<file path="src/rtl/violation_log_buffer.sv">
// Violation log buffer: filters blank plates and camera re-fire duplicates,
// then queues the surviving records in a FIFO for the log writer.
//
// Stream handshakes (both sides): a transfer happens on a rising clk edge
// where valid and ready are both high. in_ready depends only on registered
// state. out_valid and out_* are registered and stay stable until accepted.
module violation_log_buffer #(
  parameter int DEPTH      = 16,
  parameter int PLATE_W    = 15,
  parameter int TIME_W     = 19,
  parameter int DUP_WINDOW = 8
) (
  input  logic                       clk,
  input  logic                       reset,
  input  logic                       in_valid,
  output logic                       in_ready,
  input  logic [PLATE_W-1:0]         in_plate,
  input  logic [2:0]                 in_board,
  input  logic [TIME_W-1:0]          in_time,
  output logic                       out_valid,
  input  logic                       out_ready,
  output logic [PLATE_W-1:0]         out_plate,
  output logic [2:0]                 out_board,
  output logic [TIME_W-1:0]          out_time,
  output logic [$clog2(DEPTH):0]     level,
  output logic                       full,
  output logic                       empty,
  output logic [15:0]                drop_count,
  output logic [7:0]                 dup_count
);
  localparam int AW = $clog2(DEPTH);
  localparam int LW = AW + 1;
  localparam int RW = PLATE_W + 3 + TIME_W;

  logic [RW-1:0]      mem [DEPTH];
  logic [AW-1:0]      wr_ptr;
  logic [AW-1:0]      rd_ptr;
  logic [AW-1:0]      rd_next;
  logic [LW-1:0]      level_q;
  logic [LW-1:0]      level_next;
  logic [LW-1:0]      after_pop;
  logic [RW-1:0]      head_q;
  logic               out_valid_q;

  logic               last_valid;
  logic [PLATE_W-1:0] last_plate;
  logic [2:0]         last_board;
  logic [TIME_W-1:0]  last_time;

  logic [TIME_W-1:0]  time_diff;
  logic               is_blank;
  logic               is_dup;
  logic               wr_en;
  logic               drop_ev;
  logic               dup_ev;
  logic               pop;
  logic [RW-1:0]      in_rec;

  assign full      = (level_q == LW'(DEPTH));
  assign empty     = (level_q == '0);
  assign in_ready  = ~full;
  assign level     = level_q;
  assign out_valid = out_valid_q;
  assign out_plate = head_q[RW-1 -: PLATE_W];
  assign out_board = head_q[TIME_W +: 3];
  assign out_time  = head_q[TIME_W-1:0];
  assign in_rec    = {in_plate, in_board, in_time};

  // Filter classification and FIFO pointer/level arithmetic for this cycle.
  always_comb begin
    time_diff  = in_time - last_time;  // modulo 2^TIME_W handles clock wrap
    is_blank   = (in_plate == '0);
    is_dup     = last_valid && (in_plate == last_plate) &&
                 (in_board == last_board) && (time_diff < TIME_W'(DUP_WINDOW));
    dup_ev     = in_valid && !is_blank && is_dup;
    drop_ev    = in_valid && !is_blank && !is_dup && full;
    wr_en      = in_valid && !is_blank && !is_dup && !full;
    pop        = out_valid_q && out_ready;
    rd_next    = rd_ptr + AW'(pop);
    after_pop  = level_q - LW'(pop);
    level_next = after_pop + LW'(wr_en);
  end

  // Record storage; no reset needed since level gates what is visible.
  always_ff @(posedge clk) begin
    if (!reset && wr_en) begin
      mem[wr_ptr] <= in_rec;
    end
  end

  // Pointers, level, last-record tracking, counters and the output register.
  always_ff @(posedge clk) begin
    if (reset) begin
      wr_ptr      <= '0;
      rd_ptr      <= '0;
      level_q     <= '0;
      head_q      <= '0;
      out_valid_q <= 1'b0;
      last_valid  <= 1'b0;
      last_plate  <= '0;
      last_board  <= '0;
      last_time   <= '0;
      drop_count  <= '0;
      dup_count   <= '0;
    end else begin
      rd_ptr      <= rd_next;
      level_q     <= level_next;
      out_valid_q <= (level_next != '0);
      if (wr_en) begin
        wr_ptr     <= wr_ptr + AW'(1);
        last_valid <= 1'b1;
        last_plate <= in_plate;
        last_board <= in_board;
        last_time  <= in_time;
      end
      // The new record becomes head directly when nothing else remains queued.
      if (wr_en && (after_pop == '0)) begin
        head_q <= in_rec;
      end else if (level_next != '0) begin
        head_q <= mem[rd_next];
      end
      if (drop_ev && (drop_count != 16'hFFFF)) begin
        drop_count <= drop_count + 16'd1;
      end
      if (dup_ev && (dup_count != 8'hFF)) begin
        dup_count <= dup_count + 8'd1;
      end
    end
  end
endmodule

</file>
<file path="config.mk">
export PLATFORM = sky130hd
export DESIGN_NAME = violation_log_buffer
export DESIGN_NICKNAME = d
export VERILOG_FILES = /design/src/rtl/violation_log_buffer.sv
export SDC_FILE = /design/constraint.sdc
export NUM_CORES = 1
export LEC_CHECK = 0
export CELL_PAD_IN_SITES_DETAIL_PLACEMENT = 0
export CELL_PAD_IN_SITES_GLOBAL_PLACEMENT = 1
export CORE_ASPECT_RATIO = 1.2
export CORE_MARGIN = 2
export CORE_UTILIZATION = 30
export CTS_CLUSTER_DIAMETER = 50
export DETAILED_ROUTE_END_ITERATION = 8
export PLACE_DENSITY = 0.59
export RECOVER_POWER = 25
export SETUP_SLACK_MARGIN = 0.2
export SYNTH_ARGS = -nofsm -noshare
export SYNTH_HDL_FRONTEND = slang
export SYNTH_SLANG_ARGS = --single-unit
</file>
<file path="constraint.sdc">
create_clock -name clk -period 8.4 [get_ports clk]
set_clock_uncertainty 0.1 [all_clocks]
set_input_delay 1.68 -clock clk [delete_from_list [all_inputs] [get_ports clk]]
set_output_delay 1.68 -clock clk [all_outputs]
set_load 0.01 [all_outputs]
</file>
==> results of run 1 <==
sequential cells by signal, summed over array words and instances, names as in the netlist:
register and count:
last_valid 1, last_time 19, rd_ptr 4, last_plate 15
level 5, dup_count 8, mem 592, head_q 37
drop_count 16, wr_ptr 4, out_valid 1, last_board 3
metrics by stage:
step	instances	cell area [sq um]
6_report	3139	34770
5_1_grt	3139	34770
4_1_cts	3138	34850
3_5_place_dp	2981	31970
3_3_place_gp	2981	31970
2_1_floorplan	1638	28920
cell families (layout without fill, tap and decap cells):
group / Yosys count / in the layout
flops: 705 / 705
simple gates: 297 / 297
buf+inv: 139 / 379
fa+ha+maj: 29 / 29
compound gates: 204 / 204
mux: 230 / 230
other cells: 0 / 1
xor+xnor: 34 / 34
worst paths after layout:
kind | from | to | slack (ns) | depth (start not counted)
hold / removal | last_valid | last_valid | 0.38 | 2
setup reg to reg | last_time[2] | head_q[12] | 2.98 | 18
hold reg to reg | last_valid | last_valid | 0.38 | 2
setup / recovery | in_time[5] | head_q[12] | 0.94 | 19
synthesized netlist by cell type (4+ instances only):
master and count:
and2_1 6, mux2_2 6, a311o_1 20, nor2_1 63, a211o_1 4, ha_1 29, o21a_1 6, nor3b_1 5
a21oi_1 27, o21ai_1 13, a21o_1 4, nand2b_1 50, nand4b_1 4, inv_1 36, edfxtp_1 592, and4_1 5
a211oi_1 38, nand4_1 14, o31ai_1 11, nor3_1 23, or4_1 11, mux4_2 185, nand2_1 24, and3_1 5
clkbuf_1 60, nor4_1 18, buf_2 18, nand3_1 19, nor2b_1 38, a31oi_1 5, xor2_1 10, xnor2_1 24
dfxtp_1 113, mux2i_1 38, o21ai_0 56, buf_1 19
area by class of cell:
cell class              instances  area (sq um)
diodes                          1         2.502
fillers                      8879         60640
multi-input cells             794          8509
clock buffers                 100          2203
repair buffers                185          1624
flip-flops and latches        705         20040
inverters                      37         138.9
clock inverters                57         680.7
well taps                    1260          1577
power by group:
part | internal (W) | total (W) | switching, W
sequential | 0.00394 | 0.00405 | 0.000103
combinational | 0.00118 | 0.00237 | 0.00119
clock | 0.00225 | 0.00374 | 0.00149
worst max-delay path, cell delays in order:
cell,delay (ns)
dlygate4sd3_1,0.54
clkbuf_1,0.79
ha_1,0.44
a211o_1,0.34
a31o_1,0.24
a21o_1,0.24
o21ai_0,0.20
nor3b_1,0.22
o2111ai_1,0.36
or3_1,0.57
nand3_2,0.15
inv_2,0.06
ha_1,0.21
ha_1,0.30
or4_1,0.59
nor2_4,0.13
buf_12,0.36
mux2i_1,0.24
a211oi_1,0.09
layer usage:
layer / global-route usage / vias to the layer above / routed length, microns
li1: - / 6971 / -
met3: 0.02507 / 106 / 3873
met2: 0.2659 / 426 / 38280
met5: 0 / - / 12
met4: 0.05404 / 2 / 2028
met1: 0.2094 / 8451 / 33570
==> qor.csv, run 1 <==
metric,value,unit
status,finished clean,
first-pass GRT wire length,114.1,mm
dpl hpwl,44.55,mm
compound-cell area share of the yosys netlist,0.04730,
vias in the first global route,16601,
Critical Path Start Type,input pin,
setup ws final,0.9422,ns
routed length per instance,24.77,microns
largest family of logic cells by synthesized area,multiplexers,
top cell type's share of synthesized area,0.6148,
post-synthesis cell type count,65,
IO Pins,111,
RD Place Congestion,0.7630,
via density per instance,5.083,
max_cap viols,0,
# nets final,1877,
simple-gate portion of the synthesized area,0.05720,
Num CTS Buffers,84,
Setup WS pre-CTS,0.7119,ns
Pleak,10.96,nW
min-delay worst type,flop to flop,
Crit Path Max Fanout,38,
Async SR Flop Fraction,0,
sequential area share after synthesis,0.6930,
Hold Slack,0.3808,ns
Power Dens Cells,292.0,mW/mm^2
critical path arrival,7.83,ns
post-route ant nets,0,
Synth Area in XOR/XNOR,0.01030,
most used flip-flop cell after synthesis,edfxtp_1,
#FFs+latches synth,705,
grt ovf,0,
Worst Path Required,8.77,ns
Post-Syn Area,0.02892,sq mm
postcts setup bufs,0,
CTS tree,yes,
Final Max Tran Viols,0,
Critical Path Sink Type,flop,
Final Hold Vio Count,0,
pin count of the biggest net entering global routing,100,
f_max,0.1341,GHz
Yosys Warn Count,0,
crit path kind,input pin to flop,
"area leader, netlist",edfxtp_1,
row cnt,124,
Clock transition at path regs,0.06,ns
Slew @ Worst Pin,1.180,ns
clk_lat worst skew,0.63,ns
"EDFF count, synth",592,
DRC violations left,0,
fin crit period,7.458,ns
setup_tns,0,ns
final worst-path cycle share,0.8878,
H-tree levels,3,
chip height,344.1,microns
Synth Instances,1638,
Total Die Area,0.09889,sq mm
DR vias,15956,
most area-consuming cells after synthesis,"edfxtp_1 61%, mux4_2 14%, dfxtp_1 7.8%",
post-synthesis adder-cell area fraction,0.01255,
TritonRoute pass-1 iters,5,
syn avg cell area,17.65,sq um
final setup vio count,0,
Routed WL,77.76,mm
share of cells above drive strength 1,0.2215,
Post-CTS Resized,0,
"leading cell type in the layout, fill and taps excluded",edfxtp_1,
antenna violations before repair,2,
core footprint,0.09542,sq mm
DR iter-0 viols,1269,
total power,0.01015,W
Layout area overhead,20.26,%
Root Driver,clkbuf_16,
RSZ-0062 raised after global routing,no,
all-layer global routing usage,0.1585,
Slew HR,0.2131,
multiplexer area fraction after synthesis,0.1601,
"Hold-fix buffers, CTS",0,
Initial Util,0.3030,
port bufs,110,
Final Core Density,0.3645,
most frequent cells in the layout,"592 x edfxtp_1, 185 x mux4_2, 113 x dfxtp_1",
Die Wd,287.4,microns
Clock Tree Buf Depth,3,
clk sinks,705,
Peak VDD IR,0.2111,mV
Mapped Nets,1708,
(Power assumes the default switching activity.)
==> run 2: changes to the inputs <==
Settings changed: PLACE_DENSITY 0.59 to 0.57.
Clock period 8.4 ns to 8.3 ns, I/O delays scaled along.
==> run 2 against run 1 <==
Worst setup slack got worse by 0.00099 ns. Utilization shrank 0.28 points. Clock power decreased by 5%. Hold slack got worse by 0.031 ns. Sequential share of layout area is 0.44 points higher. Final cell count down 0.51%. Non-clock buffer count shrank 10. Largest power group unchanged.
==> qor.csv, run 2 (same netlist as run 1, synthesis figures left out) <==
metric,value,unit,change
pin count of the biggest net entering global routing,100,,unchanged
postcts setup bufs,0,,unchanged
Die Wd,287.4,microns,unchanged
Num CTS Buffers,82,,-2.4%
Final Max Tran Viols,0,,unchanged
Placed Cells,2971,,-0.34%
cell internal pwr,0.007251,W,-1.6%
"leading cell type in the layout, fill and taps excluded",edfxtp_1,,
RD Place Congestion,0.7697,,+0.88%
grt ovf,0,,unchanged
Fillers,8880,,+0.011%
H-tree levels,3,,unchanged
vias in the first global route,16687,,+0.52%
Clock Tree Buf Depth,3,,unchanged
setup_tns,0,ns,unchanged
Psw,0.002810,W,+1.1%
max_cap viols,0,,unchanged
Slew HR,0.2132,,about the same
most used routing layer,met2,,
row cnt,124,,unchanged
via density per instance,5.077,,-0.13%
Final Core Density,0.3617,,-0.002780
dpl hpwl,41.58,mm,-6.7%
Total Die Area,0.09889,sq mm,unchanged
Largest regs,"mem x592, head_q x37, last_time x19",,
Multi-input gate area,0.008492,sq mm,-0.21%
port bufs,110,,unchanged
DR vias,15854,,-0.64%
DR iter-0 viols,1348,,+6.2%
Peak VDD IR,0.3065,mV,+45%
Critical Path Start Type,input pin,,
fin crit period,7.359,ns,
# nets final,1865,,-0.64%
TritonRoute pass-1 iters,5,,unchanged
Slew @ Worst Pin,1.180,ns,-0.0001630 ns
crit path kind,input pin to flop,,
met2 usage,0.2666,,+0.0007512
Crit Path Max Fanout,38,,unchanged
chip height,344.1,microns,unchanged
clk_lat worst skew,0.65,ns,+0.02 ns
core footprint,0.09542,sq mm,unchanged
"Most flops, register",mem,,
Root Driver,clkbuf_16,,
antenna violations before repair,8,,+6
Layout area overhead,19.35,%,
clk sinks,705,,unchanged
min-delay worst type,flop to flop,,
f_max,0.1359,GHz,
Routed WL,77.44,mm,-0.41%
final worst-path cycle share,0.8866,,
clock share of power,0.355,,-0.013
CTS tree,yes,,
Logic pwr share,0.238,,+0.005
IO Pins,111,,unchanged
Setup WS pre-CTS,0.8205,ns,+0.1086 ns
Critical Path Sink Type,flop,,
GRT met3 Usage,0.02606,,+0.0009921
Reg power frac,0.408,,+0.009
Power Dens Cells,291.6,mW/mm^2,-0.14%
share of cells above drive strength 1,0.2152,,-0.006268
max reg flops,592,,unchanged
all-layer global routing usage,0.1573,,-0.001233
DRC violations left,0,,unchanged
routed length per instance,24.80,microns,+0.10%
status,finished clean,,
ANT cells,0,,-1
setup ws final,0.9412,ns,-0.0009910 ns
Clock transition at path regs,0.06,ns,about the same
Pleak,10.81,nW,-1.4%
Initial Util,0.3030,,unchanged
Post-CTS Resized,0,,unchanged
M1 GR Usage,0.2062,,-0.003219
RSZ-0062 raised after global routing,no,,
"non-filler cells, final",3123,,-0.51%
switching fraction of total power,0.2793,,+0.005474
area occupied by registers,0.02004,sq mm,unchanged
critical path arrival,7.71,ns,-0.12 ns
Final Hold Vio Count,0,,unchanged
final setup vio count,0,,unchanged
post-route ant nets,0,,unchanged
Worst Path Required,8.65,ns,-0.12 ns
most frequent cells in the layout,"592 x edfxtp_1, 185 x mux4_2, 113 x dfxtp_1",,
"Hold-fix buffers, CTS",0,,unchanged
total power,0.01006,W,-0.90%
first-pass GRT wire length,113.2,mm,-0.72%
## run 2: layout make-up
class / instances / area share
clock buffer: 95 / 0.06175
clock inverter: 57 / 0.01653
inverter: 37 / 0.004025
multi-input combinational: 794 / 0.2461
sequential: 705 / 0.5807
tap: 1260 / 0.04568
timing repair buffer: 175 / 0.04525
## run 2: power by group through the flow
stage	logic (W)	clock network [W]	registers, W
after floorplan	0.00162	0	0.00417
after global placement	0.00243	0	0.00418
after detailed placement	0.00245	0	0.00418
after CTS	0.00245	0.00365	0.00411
after global routing	0.00259	0.00379	0.00412
final	0.00239	0.00357	0.00410
## run 2: path summary, 6_finish.rpt
check	start	to	slack (ns)	cells after the start
worst max-delay path	in_time[17]	head_q[23]	0.94	19
worst min-delay path	last_valid	last_valid	0.35	2
worst min register to register	last_valid	last_valid	0.35	2
worst max register to register	last_time[17]	head_q[23]	2.78	18
## run 2: layer usage
layer  vias up  routed length, microns
met2       435                   38040
met5         -                      44
met4         6                    1794
met3       117                    3998
li1       6939                       -
met1      8357                   33560
## run 2: per-stage QoR
step	hold slack (ns)	cell area (sq um)
global placement	0.3394	31890
finish	0.3503	34510
global route	0.3695	34510
CTS	0.3491	34590
detailed placement	0.3374	31890
floorplan	0.3258	28920
## run 2: critical path: stages
cell and delay (ns):
dlygate4sd3_1 0.52, clkbuf_1 0.64, ha_1 0.36, nand2b_1 0.22, nand3_1 0.10, nor4_1 0.63
o2111ai_1 0.24, nor4_1 0.23, o2111ai_1 0.37, or3_1 0.57, nand3_2 0.12, inv_2 0.06
ha_1 0.21, ha_1 0.29, or4_1 0.60, nor2_4 0.13, buf_12 0.37, mux2i_1 0.26
a211oi_1 0.10
==> RTL edit 1, RTL diff (settings of run 2) <==
`PLATE_W`: 15 -> 11.
--- a/src/rtl/violation_log_buffer.sv
+++ b/src/rtl/violation_log_buffer.sv
@@ -8,3 +8,3 @@
   parameter int DEPTH      = 16,
-  parameter int PLATE_W    = 15,
+  parameter int PLATE_W    = 11,
   parameter int TIME_W     = 19,
Ports: changed (resized in_plate and out_plate); port bits go from 111 to 103. No check against the original RTL was run, so the function may have changed too.
==> RTL edit 1 against run 2 <==
  * Die area fell by 8.6%
  * Total power decreased by 10%
  * Critical path type unchanged
  * Combinational power shrank 8%
  * Clock power decreased by 12%
  * Routed wire length decreased by 11%
  * Final area shrank 9.1%
  * Critical endpoint is now head_q[11]
  * Global-route usage down 0.33 points
  * Sequential share of layout area decreased by 0.84 points
  * Maximum frequency increased by 1.8%
  * Setup slack improved by 0.13 ns
  * Sequential cell count decreased by 72
  * Worst hold slack got worse by 0.0015 ns
  * Count of clock-buffer cells in the layout rose by 4
  * Area after synthesis is 8.8% lower
==> RTL edit 1: results (changes against run 2) <==
* RR Startpoint: last_time[13]
* Cts bufs inserted at 73 (-11%)
* Synth unique cells at 64 (-1.5%)
* Status: complete, no violations
* Met1 WL at 29.8 mm (-11%)
* Worst setup startpoint: in_time[13]
* Antenna violations before repair at 2 (-6)
* Final #Nets at 1744 (-6.5%)
* Area after DPL at 29100 µm² (-8.8%)
* Final Cycle Share at 87.1% (-1.5 points)
* Final HPWL DP at 40.9 mm (-1.7%)
* GR Util All Layers at 15.4% (-0.33 points)
* Top Layer Used: met4
* Sequential-to-total area share from yosys stat at 68.1% (-1.2 points)
* Post-synth top cells: 528 x edfxtp_1, 165 x mux4_2, 105 x dfxtp_1
* Wirelength per Cell at 24.0 µm (-3.3%)
* Largest net degree at the start of global routing at 78 (-22%)
* Mapped Cells at 1525 (-6.9%)
* Met3 WL post-DR at 2.45 mm (-39%)
* Post-Synth XOR/XNOR Area at 0.996% (-0.034 points)
* Worst slew pin tran at 1.09 ns (-0.0938 ns)
* DR vias at 14300 (-9.7%)
* Critical Path Fanout Max at 18 (-53%)
* Reg2reg setup slack at 2.99 ns (+0.21 ns)
* Placer Congestion at 0.788 (+2.3%)
* Mux cell area share after synthesis at 17.1% (+1.1 points)
* Setup WS pre-CTS at 0.875 ns (+0.0549 ns)
* Top cells by area, synth: edfxtp_1 60%, mux4_2 14%, dfxtp_1 8.0%, mux2i_1 2.6%, o21ai_0 1.6%
* Biggest regs: mem x528, head_q x33, last_time x19
* Post-Syn Nets at 1591 (-6.9%)
* EDFF count, synth at 528 (-11%)
* IO buf count at 102 (-7.3%)
* Pwr/cell area at 288 nW/µm² (-1.3%)
==> RTL edit 1: changes by cell type after synthesis, moves of 10 or more <==
cell and delta:
edfxtp_1 -64, or2_2 +25, mux2i_1 +30, buf_2 -10, o21ai_1 -11, a311o_1 -19, a211oi_1 -36, clkbuf_1 -11
o21ai_0 +26, xnor2_1 -13, mux4_2 -20
==> RTL edit 1: kinds of logic after synthesis <==
logic type                 Yosys count
AOI/OAI and AO/OA                  171
muxes                              242
xor gates and xnor gates            30
DFF                                633
and+or+nand+nor                    299
buffers and inverters              121
adders and majority gates           29
==> RTL edit 1: routing by layer <==
metal | GRT usage (%) | vias up
li1 | - | 6360
met1 | 19.9 | 7546
met2 | 26.2 | 301
met3 | 2.21 | 113
met4 | 5.66 | 0
met5 | 0 | -
==> RTL edit 1: cell type report <==
class | instances | area, µm²
fill | 8161 | 56000
clock buffer | 99 | 2110
inverter | 35 | 131
multi-input combinational | 771 | 8010
sequential | 633 | 18000
timing repair buffer | 164 | 1490
clock inverter | 31 | 241
tap | 1149 | 1440
==> RTL edit 2, RTL diff (config.mk and constraints of run 2) <==
Without the edit above. Put one more register stage on the output `drop_count`, cleared by the reset. The value now appears one clock later. The other outputs are not delayed to match.
--- a/src/rtl/violation_log_buffer.sv
+++ b/src/rtl/violation_log_buffer.sv
@@ -33,2 +33,4 @@
   localparam int RW = PLATE_W + 3 + TIME_W;
+
+  logic [15:0] drop_count_s0;
 
@@ -102,3 +104,3 @@
       last_time   <= '0;
-      drop_count  <= '0;
+      drop_count_s0 <= '0;
       dup_count   <= '0;
@@ -121,4 +123,4 @@
       end
-      if (drop_ev && (drop_count != 16'hFFFF)) begin
-        drop_count <= drop_count + 16'd1;
+      if (drop_ev && (drop_count_s0 != 16'hFFFF)) begin
+        drop_count_s0 <= drop_count_s0 + 16'd1;
       end
@@ -129,2 +131,10 @@
   end
+  always_ff @(posedge clk) begin
+    if (reset) begin
+      drop_count <= '0;
+    end else begin
+      drop_count <= drop_count_s0;
+    end
+  end
+
 endmodule
Function: same outputs for any inputs over 4 cycles, from zero or initial values and one cycle with reset high; that may be too few to reach the edited logic, so the function may still have changed.
==> RTL edit 2 against run 2 <==
  * The run now ends with max-capacitance violations, max-slew violations left
  * Final area is 3.3% higher
  * Total power increased by 5.9%
  * Via count increased by 0.22%
  * Sequential share of layout area fell by 0.94 points
  * Routed wire length grew 0.62%
  * Core utilization rose by 0.23 points
  * First-iteration DRC count shrank 36%
  * Sequential cell count up 16
  * Clock power is 14% higher
  * Setup slack better by 0.32 ns
  * Synthesized cell count rose by 2.8%
  * Area after synthesis up 2.0%
  * Worst hold slack improved by 0.010 ns
==> RTL edit 2: results (changes against run 2) <==
* Worst setup startpoint: in_time[8]
* Repair and plain buffers at 192 (+9.7%)
* Sequential-to-total area share from yosys stat at 69.0% (-0.29 points)
* Clk. pwr at 4.07 mW (+14%)
* Placer Congestion at 0.808 (+5.0%)
* Status: finished, violations left
* Sequential power at 4.18 mW (+2%)
* Final clock-cell share at 8.84% (+1.0 points)
* Sequential Power Share at 39.2% (-1.6 points)
* Crit path largest cell delay at 0.57 ns (-0.07 ns)
* # rows at 126 (+1.6%)
* Peak supply drop at 0.000172 V (-44%)
* Placed insts at 3054 (+2.8%)
* Setup WS pre-CTS at 0.775 ns (-0.0456 ns)
* Top cells by area, synth: edfxtp_1 60%, mux4_2 14%, dfxtp_1 8.8%, mux2i_1 2.6%, o21ai_0 1.5%
* Non-clock inverters at 36 (-2.7%)
* Area delta synth->final at 20.8%
* Post-Layout Cell Count at 3220 (+3.1%)
* Fillcell total at 9067 (+2.1%)
* Final Max Slew Viols at 90 (+90)
* Net Sw Frac at 26.9% (-1.0 points)
* RR Startpoint: last_time[9]
* Fraction of area in registers at 57.1% (-0.94 points)
* Via density at 4.93 (-2.8%)
* Max Cap Viol at 1 (+1)
* Max_slew headroom at -171% (-190 points)
* Largest net degree at the start of global routing at 90 (-10%)
* Multi-input logic area at 8730 µm² (+2.8%)
* Fraction of layout cells with a size suffix above 1 at 24.7% (+3.2 points)
* Total Wirelength at 77.9 mm (+0.62%)
* Leak at 11.3 nW (+4.7%)
* First-pass GRT wire length at 114 mm (+0.77%)
* Clock buffers at 110 (+16%)
* Non-clk buf share at 4.66% (+0.14 points)
* Failing checks: max-capacitance violations, max-slew violations
==> RTL edit 2: metal layers <==
metal | global-route usage (%) | routed length (µm) | vias up
li1 | - | - | 7049
met1 | 19.8 | 33400 | 8405
met2 | 27.2 | 40100 | 336
met3 | 2.15 | 2830 | 95
met4 | 4.26 | 1490 | 4
met5 | 0 | 24 | -
==> RTL edit 2: worst paths after layout <==
path,end,slack [ns]
max,head_q[18],1.26
min reg2reg,last_valid,0.36
min,last_valid,0.36
max reg2reg,head_q[18],2.95
==> RTL edit 2: logic make-up (layout without fill, tap and decap cells) <==
| kind of cell | after synthesis | after routing | share of synthesized area [%] |
|---|---|---|---|
| compound gates | 163 | 163 | 3.32 |
| xor+xnor | 29 | 29 | 0.861 |
| buf+inv | 138 | 394 | 1.92 |
| flops | 721 | 721 | 69.0 |
| simple gates | 323 | 323 | 6.20 |
| fa+ha+maj | 29 | 29 | 1.23 |
| mux | 281 | 281 | 17.5 |
